`config.mk`:
```
export PLATFORM = sky130hd
export DESIGN_NAME = codec_cfg_seq_flat
export DESIGN_NICKNAME = d
export VERILOG_FILES = /design/src/rtl/codec_cfg_pkg.sv /design/src/rtl/codec_cfg_seq_if.sv /design/src/rtl/codec_cfg_rom.sv /design/src/rtl/codec_cfg_seq.sv /design/src/flat_wrapper.sv
export SDC_FILE = /design/constraint.sdc
export NUM_CORES = 1
export LEC_CHECK = 0
export CORE_AREA = 2 2 60 62
export CTS_CLUSTER_SIZE = 8
export DETAILED_ROUTE_END_ITERATION = 12
export DIE_AREA = 0 0 62 64
export SYNTH_ARGS = -nofsm -noshare
export SYNTH_HDL_FRONTEND = slang
export SYNTH_SLANG_ARGS = --single-unit
```
`constraint.sdc`:
```
create_clock -name clk -period 3.05 [get_ports clk]
set_clock_uncertainty 0.2 [all_clocks]
set_input_delay 0.305 -clock clk [delete_from_list [all_inputs] [get_ports clk]]
set_output_delay 0.305 -clock clk [all_outputs]
set_load 0.005 [all_outputs]
```
`src/rtl/codec_cfg_pkg.sv`:
```
// Shared types and constants for the codec power-up configuration sequencer:
// FSM state encoding, the default register table and the codec bus address.
package codec_cfg_pkg;

    typedef enum logic [2:0] {
        ST_IDLE,
        ST_READY,
        ST_REQ,
        ST_ACCEPT,
        ST_XFER,
        ST_CHECK,
        ST_DONE,
        ST_ERROR
    } codec_cfg_state_e;

    localparam int CODEC_TABLE_LEN = 11;

    // Element 0 is the first word written after reset.
    localparam logic [0:CODEC_TABLE_LEN-1][15:0] CODEC_INIT_TABLE = {
        16'h0B19, 16'h047F, 16'h067F, 16'h0810, 16'h0C00, 16'h13FF,
        16'h0E13, 16'h1001, 16'h0A01, 16'h0017, 16'h0217
    };

    localparam logic [7:0] CODEC_I2C_ADDR = 8'h34;

    // Counter width able to hold 0..max_val, never narrower than one bit.
    function automatic int count_width(input int max_val);
        return (max_val < 2) ? 1 : $clog2(max_val + 1);
    endfunction

endpackage

```
`src/rtl/codec_cfg_seq_if.sv`:
```
// Request/response link between the configuration sequencer and the I2C master.
interface codec_cfg_seq_if #(
    parameter int DATA_W = 16
);
    logic              ack_i2c;
    logic              wr_rd;
    logic [7:0]        addr;
    logic [DATA_W-1:0] data_config;
    logic              busy;
    logic              nack;

    modport master (
        output ack_i2c, wr_rd, addr, data_config,
        input  busy, nack
    );

    modport slave (
        input  ack_i2c, wr_rd, addr, data_config,
        output busy, nack
    );
endinterface

```
`src/rtl/codec_cfg_rom.sv`:
```
// Constant configuration table lookup; words past the package table and
// indices past NUM_REGS read as zero.
module codec_cfg_rom
    import codec_cfg_pkg::*;
#(
    parameter int NUM_REGS = 11,
    parameter int DATA_W   = 16,
    localparam int IDX_W   = $clog2(NUM_REGS)
) (
    input  logic [IDX_W-1:0]  idx,
    output logic [DATA_W-1:0] word
);

    localparam logic [IDX_W:0] DEPTH = (IDX_W + 1)'(NUM_REGS);

    logic [DATA_W-1:0] rom_words [NUM_REGS];
    logic              in_range;

    for (genvar gi = 0; gi < NUM_REGS; gi++) begin : g_word
        if (gi < CODEC_TABLE_LEN) begin : g_tab
            assign rom_words[gi] = DATA_W'(CODEC_INIT_TABLE[gi]);
        end else begin : g_pad
            assign rom_words[gi] = '0;
        end
    end

    assign in_range = ({1'b0, idx} < DEPTH);
    assign word     = in_range ? rom_words[idx] : '0;

endmodule

```
`src/rtl/codec_cfg_seq.sv`:
```
// Power-up configuration sequencer: writes each table word to the codec via
// the I2C master, retrying NACKed words up to MAX_RETRY times.
module codec_cfg_seq
    import codec_cfg_pkg::*;
#(
    parameter int          NUM_REGS  = 11,
    parameter int          DATA_W    = 16,
    parameter logic [7:0]  DEV_ADDR  = CODEC_I2C_ADDR,
    parameter int          MAX_RETRY = 3,
    localparam int         IDX_W     = $clog2(NUM_REGS)
) (
    input  logic              clk,
    input  logic              reset,
    input  logic              start,
    codec_cfg_seq_if.master   i2c,
    output logic [IDX_W-1:0]  reg_idx,
    output logic              done_config,
    output logic              all_done,
    output logic              error
);

    localparam int                RETRY_W   = count_width(MAX_RETRY);
    localparam logic [RETRY_W-1:0] RETRY_MAX = RETRY_W'(MAX_RETRY);
    localparam logic [IDX_W-1:0]   LAST_IDX  = IDX_W'(NUM_REGS - 1);

    codec_cfg_state_e   state_reg;
    logic [IDX_W-1:0]   reg_idx_reg;
    logic [RETRY_W-1:0] retry_reg;
    logic               ack_reg;
    logic               done_reg;
    logic               all_done_reg;
    logic               error_reg;
    logic               nack_reg;

    always_ff @(posedge clk or posedge reset) begin
        if (reset) begin
            state_reg    <= ST_IDLE;
            reg_idx_reg  <= '0;
            retry_reg    <= '0;
            ack_reg      <= 1'b0;
            done_reg     <= 1'b0;
            all_done_reg <= 1'b0;
            error_reg    <= 1'b0;
            nack_reg     <= 1'b0;
        end else begin
            ack_reg  <= 1'b0;
            done_reg <= 1'b0;
            case (state_reg)
                ST_IDLE: state_reg <= ST_READY;
                ST_READY: begin
                    // Another master may own the bus; request only once it is idle.
                    if (!i2c.busy) begin
                        state_reg <= ST_REQ;
                        ack_reg   <= 1'b1;
                    end
                end
                ST_REQ: state_reg <= ST_ACCEPT;
                ST_ACCEPT: begin
                    if (i2c.busy) state_reg <= ST_XFER;
                end
                ST_XFER: begin
                    // nack is only meaningful on the cycle busy drops.
                    if (!i2c.busy) begin
                        nack_reg  <= i2c.nack;
                        state_reg <= ST_CHECK;
                    end
                end
                ST_CHECK: begin
                    if (!nack_reg) begin
                        done_reg  <= 1'b1;
                        retry_reg <= '0;
                        if (reg_idx_reg == LAST_IDX) begin
                            all_done_reg <= 1'b1;
                            state_reg    <= ST_DONE;
                        end else begin
                            reg_idx_reg <= reg_idx_reg + 1'b1;
                            state_reg   <= ST_READY;
                        end
                    end else if (retry_reg < RETRY_MAX) begin
                        retry_reg <= retry_reg + 1'b1;
                        state_reg <= ST_READY;
                    end else begin
                        error_reg <= 1'b1;
                        state_reg <= ST_ERROR;
                    end
                end
                ST_DONE, ST_ERROR: begin
                    if (start) begin
                        all_done_reg <= 1'b0;
                        error_reg    <= 1'b0;
                        reg_idx_reg  <= '0;
                        retry_reg    <= '0;
                        state_reg    <= ST_READY;
                    end
                end
                default: state_reg <= ST_IDLE;
            endcase
        end
    end

    codec_cfg_rom #(
        .NUM_REGS (NUM_REGS),
        .DATA_W   (DATA_W)
    ) u_rom (
        .idx  (reg_idx_reg),
        .word (i2c.data_config)
    );

    assign i2c.ack_i2c = ack_reg;
    assign i2c.wr_rd   = 1'b0;
    assign i2c.addr    = DEV_ADDR;
    assign reg_idx     = reg_idx_reg;
    assign done_config = done_reg;
    assign all_done    = all_done_reg;
    assign error       = error_reg;

endmodule

```
`src/flat_wrapper.sv`:
```
// flat-port wrapper written by rule: the top's interface ports become plain ports
module codec_cfg_seq_flat import codec_cfg_pkg::*;
#(
    parameter int          NUM_REGS  = 11,
    parameter int          DATA_W    = 16,
    parameter logic [7:0]  DEV_ADDR  = CODEC_I2C_ADDR,
    parameter int          MAX_RETRY = 3,
    localparam int         IDX_W     = $clog2(NUM_REGS)
)
  (clk, reset, start, reg_idx, done_config, all_done, error, i2c_ack_i2c, i2c_wr_rd, i2c_addr, i2c_data_config, i2c_busy, i2c_nack);
  codec_cfg_seq_if #(.DATA_W(DATA_W)) i2c_i ();
  input  logic clk;
  input  logic reset;
  input  logic start;
  output logic [IDX_W-1:0] reg_idx;
  output logic done_config;
  output logic all_done;
  output logic error;
  output wire logic [$bits(i2c_i.ack_i2c)-1:0] i2c_ack_i2c;
  output wire logic [$bits(i2c_i.wr_rd)-1:0] i2c_wr_rd;
  output wire logic [$bits(i2c_i.addr)-1:0] i2c_addr;
  output wire logic [$bits(i2c_i.data_config)-1:0] i2c_data_config;
  input wire logic [$bits(i2c_i.busy)-1:0] i2c_busy;
  input wire logic [$bits(i2c_i.nack)-1:0] i2c_nack;
  assign i2c_ack_i2c = i2c_i.ack_i2c;
  assign i2c_wr_rd = i2c_i.wr_rd;
  assign i2c_addr = i2c_i.addr;
  assign i2c_data_config = i2c_i.data_config;
  assign i2c_i.busy = i2c_busy;
  assign i2c_i.nack = i2c_nack;
  codec_cfg_seq #(.NUM_REGS(NUM_REGS), .DATA_W(DATA_W), .DEV_ADDR(DEV_ADDR), .MAX_RETRY(MAX_RETRY)) u_core (.clk(clk), .reset(reset), .start(start), .i2c(i2c_i), .reg_idx(reg_idx), .done_config(done_config), .all_done(all_done), .error(error));
endmodule
```
==> impl_metrics.env <==
export IMPL_critPathBufInv=2
export IMPL_async_reset_ff_frac=1.000
export IMPL_cts_setup_buffers=0
export IMPL_p_leak_nw=0.6235
export IMPL_first_pass_iters=4
export IMPL_ys_seq_area_frac=0.3171
export IMPL_final_cell_mix="clkdlybuf4s50_1, dfrtp_1, conb_1"
export IMPL_cts_root_buf="clkbuf_4"
export IMPL_place_congestion=0.7541
export IMPL_ys_seq_elements=14
export IMPL_synthTopCellsByArea="dfrtp_1, buf_4, ha_1"
export IMPL_outcome="finished, final reports clean"
export IMPL_ys_flop_type="dfrtp_1"
export IMPL_htree_levels=1
export IMPL_avgSynthCellArea_um2=9.056
export IMPL_worstPathCellList="inv_1, ha_1, or3_1, a32o_1, clkdlybuf4s50_1"
export IMPL_drv_slew=0
export IMPL_critPathTopFamily="buffers and inverters"
export IMPL_syn_to_final_growth_pct=22.20
export IMPL_die_w_um=62
export IMPL_power_density_mw_per_mm2=1144
export IMPL_cts_buffers_inserted=3
export IMPL_cts_buffer_depth=2
export IMPL_drc=0
export IMPL_io_buffer_count=25
export IMPL_antenna_found_initial=0
export IMPL_wire_per_inst_um=11.27
export IMPL_setup_viol=0
export IMPL_timing_fmax_mhz=368.8
export IMPL_grt_max_degree=20
export IMPL_dp_hpwl_um=1693
export IMPL_crit_start="u_core.reg_idx[0]"
export IMPL_slew_headroom=0.6507
export IMPL_synth_area_mm2=0.001105
export IMPL_cp_slowest_cell="dfrtp_1"
export IMPL_rsz0062_at_grt="false"
export IMPL_grt_pass1_vias=822
export IMPL_drive_gt1_frac=0.1119
export IMPL_r2r_start="u_core.reg_idx[0]"
export IMPL_diodes=0
export IMPL_cts_reportedPaths_clkPinSlew_ns=0.09
export IMPL_grt_use_total=0.1176
export IMPL_largest_register_ffs=4
export IMPL_yosys_warnings=0
export IMPL_synth_cell_types=45
export IMPL_worstSetupPathType="reg2out"
export IMPL_maxCapViolations=0
export IMPL_startpoint_type="register"
export IMPL_placeableCoreArea_mm2=0.003284
export IMPL_layout_nets=155
export IMPL_post_cts_resized=0
export IMPL_hold_buffers=0
export IMPL_synth_edf_count=0
export IMPL_tightest_slew_ns=0.5234
export IMPL_wl_um=2130
export IMPL_vias_per_cell=4.661
export IMPL_drt_iter0_drc=34
export IMPL_num_io_pins=38
export IMPL_die_h_um=64
export IMPL_start_util=0.3364
export IMPL_min_period_over_period=0.8889
export IMPL_required_ns=2.54
export IMPL_cp_arrival_ns=2.21
export IMPL_yosysTopAreaCellShare=0.3171
export IMPL_ant_nets=0
export IMPL_vias=881
export IMPL_max_stage_delay_ns=0.48
export IMPL_setup_worst_path_end_class="output pin"
export IMPL_fin_util=0.4110
export IMPL_tritoncts="yes"
export IMPL_clock_sinks=14
export IMPL_rows=21
export IMPL_final_common_cell="clkdlybuf4s50_1"
export IMPL_hold_class="in2async"
export IMPL_die_area_mm2=0.003968
export IMPL_hold_violations=0
export IMPL_fin_crit_ns=2.711
export IMPL_power_total_mw=1.545
export IMPL_synthCells=122
export IMPL_cp_max_fo=8
export IMPL_yosys_area_top_type="dfrtp_1"
export IMPL_grt_pass1_wl_um=3691
export IMPL_setup_tns_ns=0
export IMPL_insertion_delay_ns=0.27
export IMPL_vdd_drop_max_mv=0.3182
export IMPL_grt_ovfl_total=0
## path summary, 6_finish.rpt
path,to,slack [ns],cells after the start
worst max-delay path,i2c_data_config[9],0.34,5
worst min-delay path,u_core.state_reg[2],0.16,2
worst max register to register,u_core.state_reg[0],1.15,6
worst min register to register,u_core.error,0.29,2
max in group asynchronous,u_core.reg_idx[1],2.14,2
min in group clk,u_core.error,0.29,2
## cells by family (layout without fill, tap and decap cells)
| family | count (synthesis) | count (layout) | synth area share |
|---|---|---|---|
| and+or+nand+nor | 43 | 43 | 0.2197 |
| buffers and inverters | 24 | 35 | 0.1438 |
| AOI/OAI and AO/OA | 23 | 23 | 0.1404 |
| DFF | 14 | 14 | 0.3171 |
| muxes | 8 | 8 | 0.08833 |
| adders and majority gates | 6 | 6 | 0.06795 |
| other | 2 | 12 | 0.006798 |
| xor gates and xnor gates | 2 | 2 | 0.01586 |
## cell usage after synthesis, drive strengths merged (2+ instances only)
cell type   n
a211oi      2
a21o        2
a21oi       5
a22o        2
and2b       2
and3        3
buf        16
clkbuf      2
conb        2
dfrtp      14
ha          6
inv         6
mux2        5
mux2i       3
nand2      12
nand2b      3
nand3       2
nor2        9
nor2b       2
nor3        2
o21ai       5
xnor2       2
## metal layers
layer | track usage | part of all wire | vias to the layer above | wire (um)
met3 | 0.01822 | 0.041 | 4 | 87
met4 | 0.03191 | 0.0099 | 0 | 21
met5 | 0 | 0 | - | 0
met2 | 0.1836 | 0.48 | 30 | 1028
met1 | 0.1654 | 0.47 | 407 | 992
li1 | - | - | 440 | -
## layout make-up
cell class                      count  area, um2
Tap cell                           46      57.56
Multi-Input combinational cell     94      633.1
Inverter                            6      22.52
Timing Repair Buffer               25      250.2
Sequential cell                    14      350.3
Fill cell                         337       1934
Clock buffer                        4      36.28
## stage by stage
step | worst slack (ns) | hold slack, ns | instance area [um2] | cells
final | 0.3388 | 0.1595 | 1350 | 189
after global routing | 0.1976 | 0.2423 | 1350 | 189
after CTS | 0.3227 | 0.1812 | 1350 | 189
after detailed placement | 0.6354 | 0.2754 | 1314 | 185
after global placement | 0.6877 | 0.2805 | 1314 | 185
after floorplan | 1.134 | -0.005781 | 1142 | 132
## where the power goes
part,total (mW),internal [mW],leakage (nW),switching [mW]
sequential,0.405,0.259,0.178,0.147
clock,0.131,0.0725,0.0210,0.0589
combinational,1.01,0.625,0.424,0.383
(Power assumes the default switching activity.)
==> RTL change (config.mk and constraints unchanged) <==
`NUM_REGS` is set to 11 in 3 places; all go to 12.
--- a/src/rtl/codec_cfg_rom.sv
+++ b/src/rtl/codec_cfg_rom.sv
@@ -3,7 +3,7 @@
 module codec_cfg_rom
     import codec_cfg_pkg::*;
 #(
-    parameter int NUM_REGS = 11,
+    parameter int NUM_REGS = 12,
     parameter int DATA_W   = 16,
     localparam int IDX_W   = $clog2(NUM_REGS)
 ) (
--- a/src/rtl/codec_cfg_seq.sv
+++ b/src/rtl/codec_cfg_seq.sv
@@ -3,7 +3,7 @@
 module codec_cfg_seq
     import codec_cfg_pkg::*;
 #(
-    parameter int          NUM_REGS  = 11,
+    parameter int          NUM_REGS  = 12,
     parameter int          DATA_W    = 16,
     parameter logic [7:0]  DEV_ADDR  = CODEC_I2C_ADDR,
     parameter int          MAX_RETRY = 3,
--- a/src/flat_wrapper.sv
+++ b/src/flat_wrapper.sv
@@ -1,7 +1,7 @@
 // flat-port wrapper written by rule: the top's interface ports become plain ports
 module codec_cfg_seq_flat import codec_cfg_pkg::*;
 #(
-    parameter int          NUM_REGS  = 11,
+    parameter int          NUM_REGS  = 12,
     parameter int          DATA_W    = 16,
     parameter logic [7:0]  DEV_ADDR  = CODEC_I2C_ADDR,
     parameter int          MAX_RETRY = 3,
Function: no difference found for any inputs over 10 cycles, from zero or initial values and one cycle with reset high; that may be too few to reach the edited logic, so the function may still have changed.
==> RTL change against the original RTL <==
- synthesized cell count is 5.7% higher
- total power is 11% lower
- worst setup slack better by 0.13 ns
- sequential share of layout area is 0.74 points higher
- first-iteration DRC count is 97% higher
- cell area is 2.8% lower
- worst hold slack hardly changed
- wire length is 5.3% higher
- synthesized area is 3.7% lower
- sequential cell count stayed put
- largest cell class unchanged
- highest routed layer unchanged
==> RTL change: results <==
[synthesis]
yosys-top-cells-count = a21oi_1 (14), buf_4 (14), dfrtp_1 (14), nand2_1 (14), nor2_1 (11)
synth_seq_area_share_pct = 32.94
ys_top_cells_by_area = dfrtp_1 (33%), buf_4 (9.9%), ha_1 (7.1%)
synth_cell_types = 37
async_flop_share_pct = 100.0
synthFlopType = dfrtp_1
synth_warnings = 0

[placed_design]
place.gp.congestion = 0.8185
place_area_sq_um = 1276
numPortBuffers = 25
hpwl_um = 1728

[sta]
slew_headroom_pct = 63.32

[finish]
final_nets = 162
largest_register_ffs = 4
nFillCells = 340
drive_above_1_share_pct = 8.000
antenna_cells = 0

[drt]
viasPerCell = 4.760
drtIter0Drc = 67
first_pass_iters = 4
avgRoutedWirePerCell_um = 11.44

[cts]
cts_setup_buffers = 0
cts_resized = 0
cts_buffers = 3
clockBufferDepth = 2
htreeDepth = 1
root_buffer = clkbuf_4
insertion_delay_ns = 0.28
cts.clk_slew.worst_paths_ns = 0.09

[critical_path]
critPathArrivalTime_ns = 2.08
slowest_delay_ns = 0.51
crit_path_start = u_core.reg_idx[0]
critPathLaunchType = flip-flop
slowest_stage = clkdlybuf4s50_1
crit_fanout = 7
r2r_start = u_core.reg_idx[1]

[min_path]
min_path_type = in2async

[power]
leakage_nw = 0.5834
ir_drop_mv = 0.4060

[global_routing]
grt_pass1_wl_um = 3774
grt.total_usage_pct = 12.32
grt_start_max_net_pins = 17
antenna_found_initial = 0
grt_pass1_vias = 817

[run_status]
status = finished clean
-- RTL change: routing by layer --
metal	vias up	GRT usage, %	share of wire [%]
met3	2	2.632	8.0
met4	0	3.989	0.54
met2	43	19.27	48
li1	461	-	-
met5	-	0	0
met1	427	16.54	44
-- RTL change: kinds of logic after synthesis --
kind of cell	Yosys count	synth area share, %
other	2	0.7061
and+or+nand+nor	43	19.88
AOI/OAI and AO/OA	33	18.47
xor gates and xnor gates	1	0.8237
buffers and inverters	25	14.94
adders and majority gates	6	7.059
muxes	5	5.176
DFF	14	32.94
-- RTL change: final cells by class --
type | instances | area (sq um) | area share [%]
clock buffer | 4 | 36.28 | 2.765
inverter | 7 | 26.28 | 2.002
multi-input combinational | 100 | 591.8 | 45.09
sequential | 14 | 350.3 | 26.69
tap | 46 | 57.56 | 4.385
timing repair buffer | 25 | 250.2 | 19.07
-- RTL change: worst max-delay path, delay by kind of cell (launching register included) --
family / cells / cell delay, ns
buffers and inverters: 2 / 0.66
adders and majority gates: 1 / 0.38
and+or+nand+nor: 1 / 0.12
AOI/OAI and AO/OA: 2 / 0.22
DFF: 1 / 0.43
-- RTL change: worst paths after layout --
| path | end | slack (ns) | depth (start not counted) |
|---|---|---|---|
| max in group asynchronous | u_core.retry_reg[0] | 2.11 | 2 |
| hold reg to reg | u_core.all_done | 0.29 | 2 |
| setup reg to reg | u_core.reg_idx[0] | 1.31 | 5 |
| hold / removal | u_core.all_done | 0.16 | 2 |
| min in group clk | u_core.all_done | 0.29 | 2 |
| setup / recovery | i2c_data_config[11] | 0.46 | 6 |
-- RTL change: per-stage QoR --
stage                     instances  total power [W]  worst slack (ns)  utilization, %
after floorplan                 139        0.0008680             1.245               -
after global placement          192         0.001235            0.8026           38.86
after detailed placement        192         0.001257            0.7595           38.86
after CTS                       196         0.001394            0.4412           39.96
after global routing            196         0.001521            0.2637           39.96
final                           196         0.001376            0.4649           39.96
-- RTL change: power by group --
part	switching [W]	leakage, nW	internal [W]	total, W
registers	0.000152	0.177	0.000260	0.000413
clock network	0.0000595	0.0210	0.0000726	0.000132
logic	0.000345	0.385	0.000487	0.000832
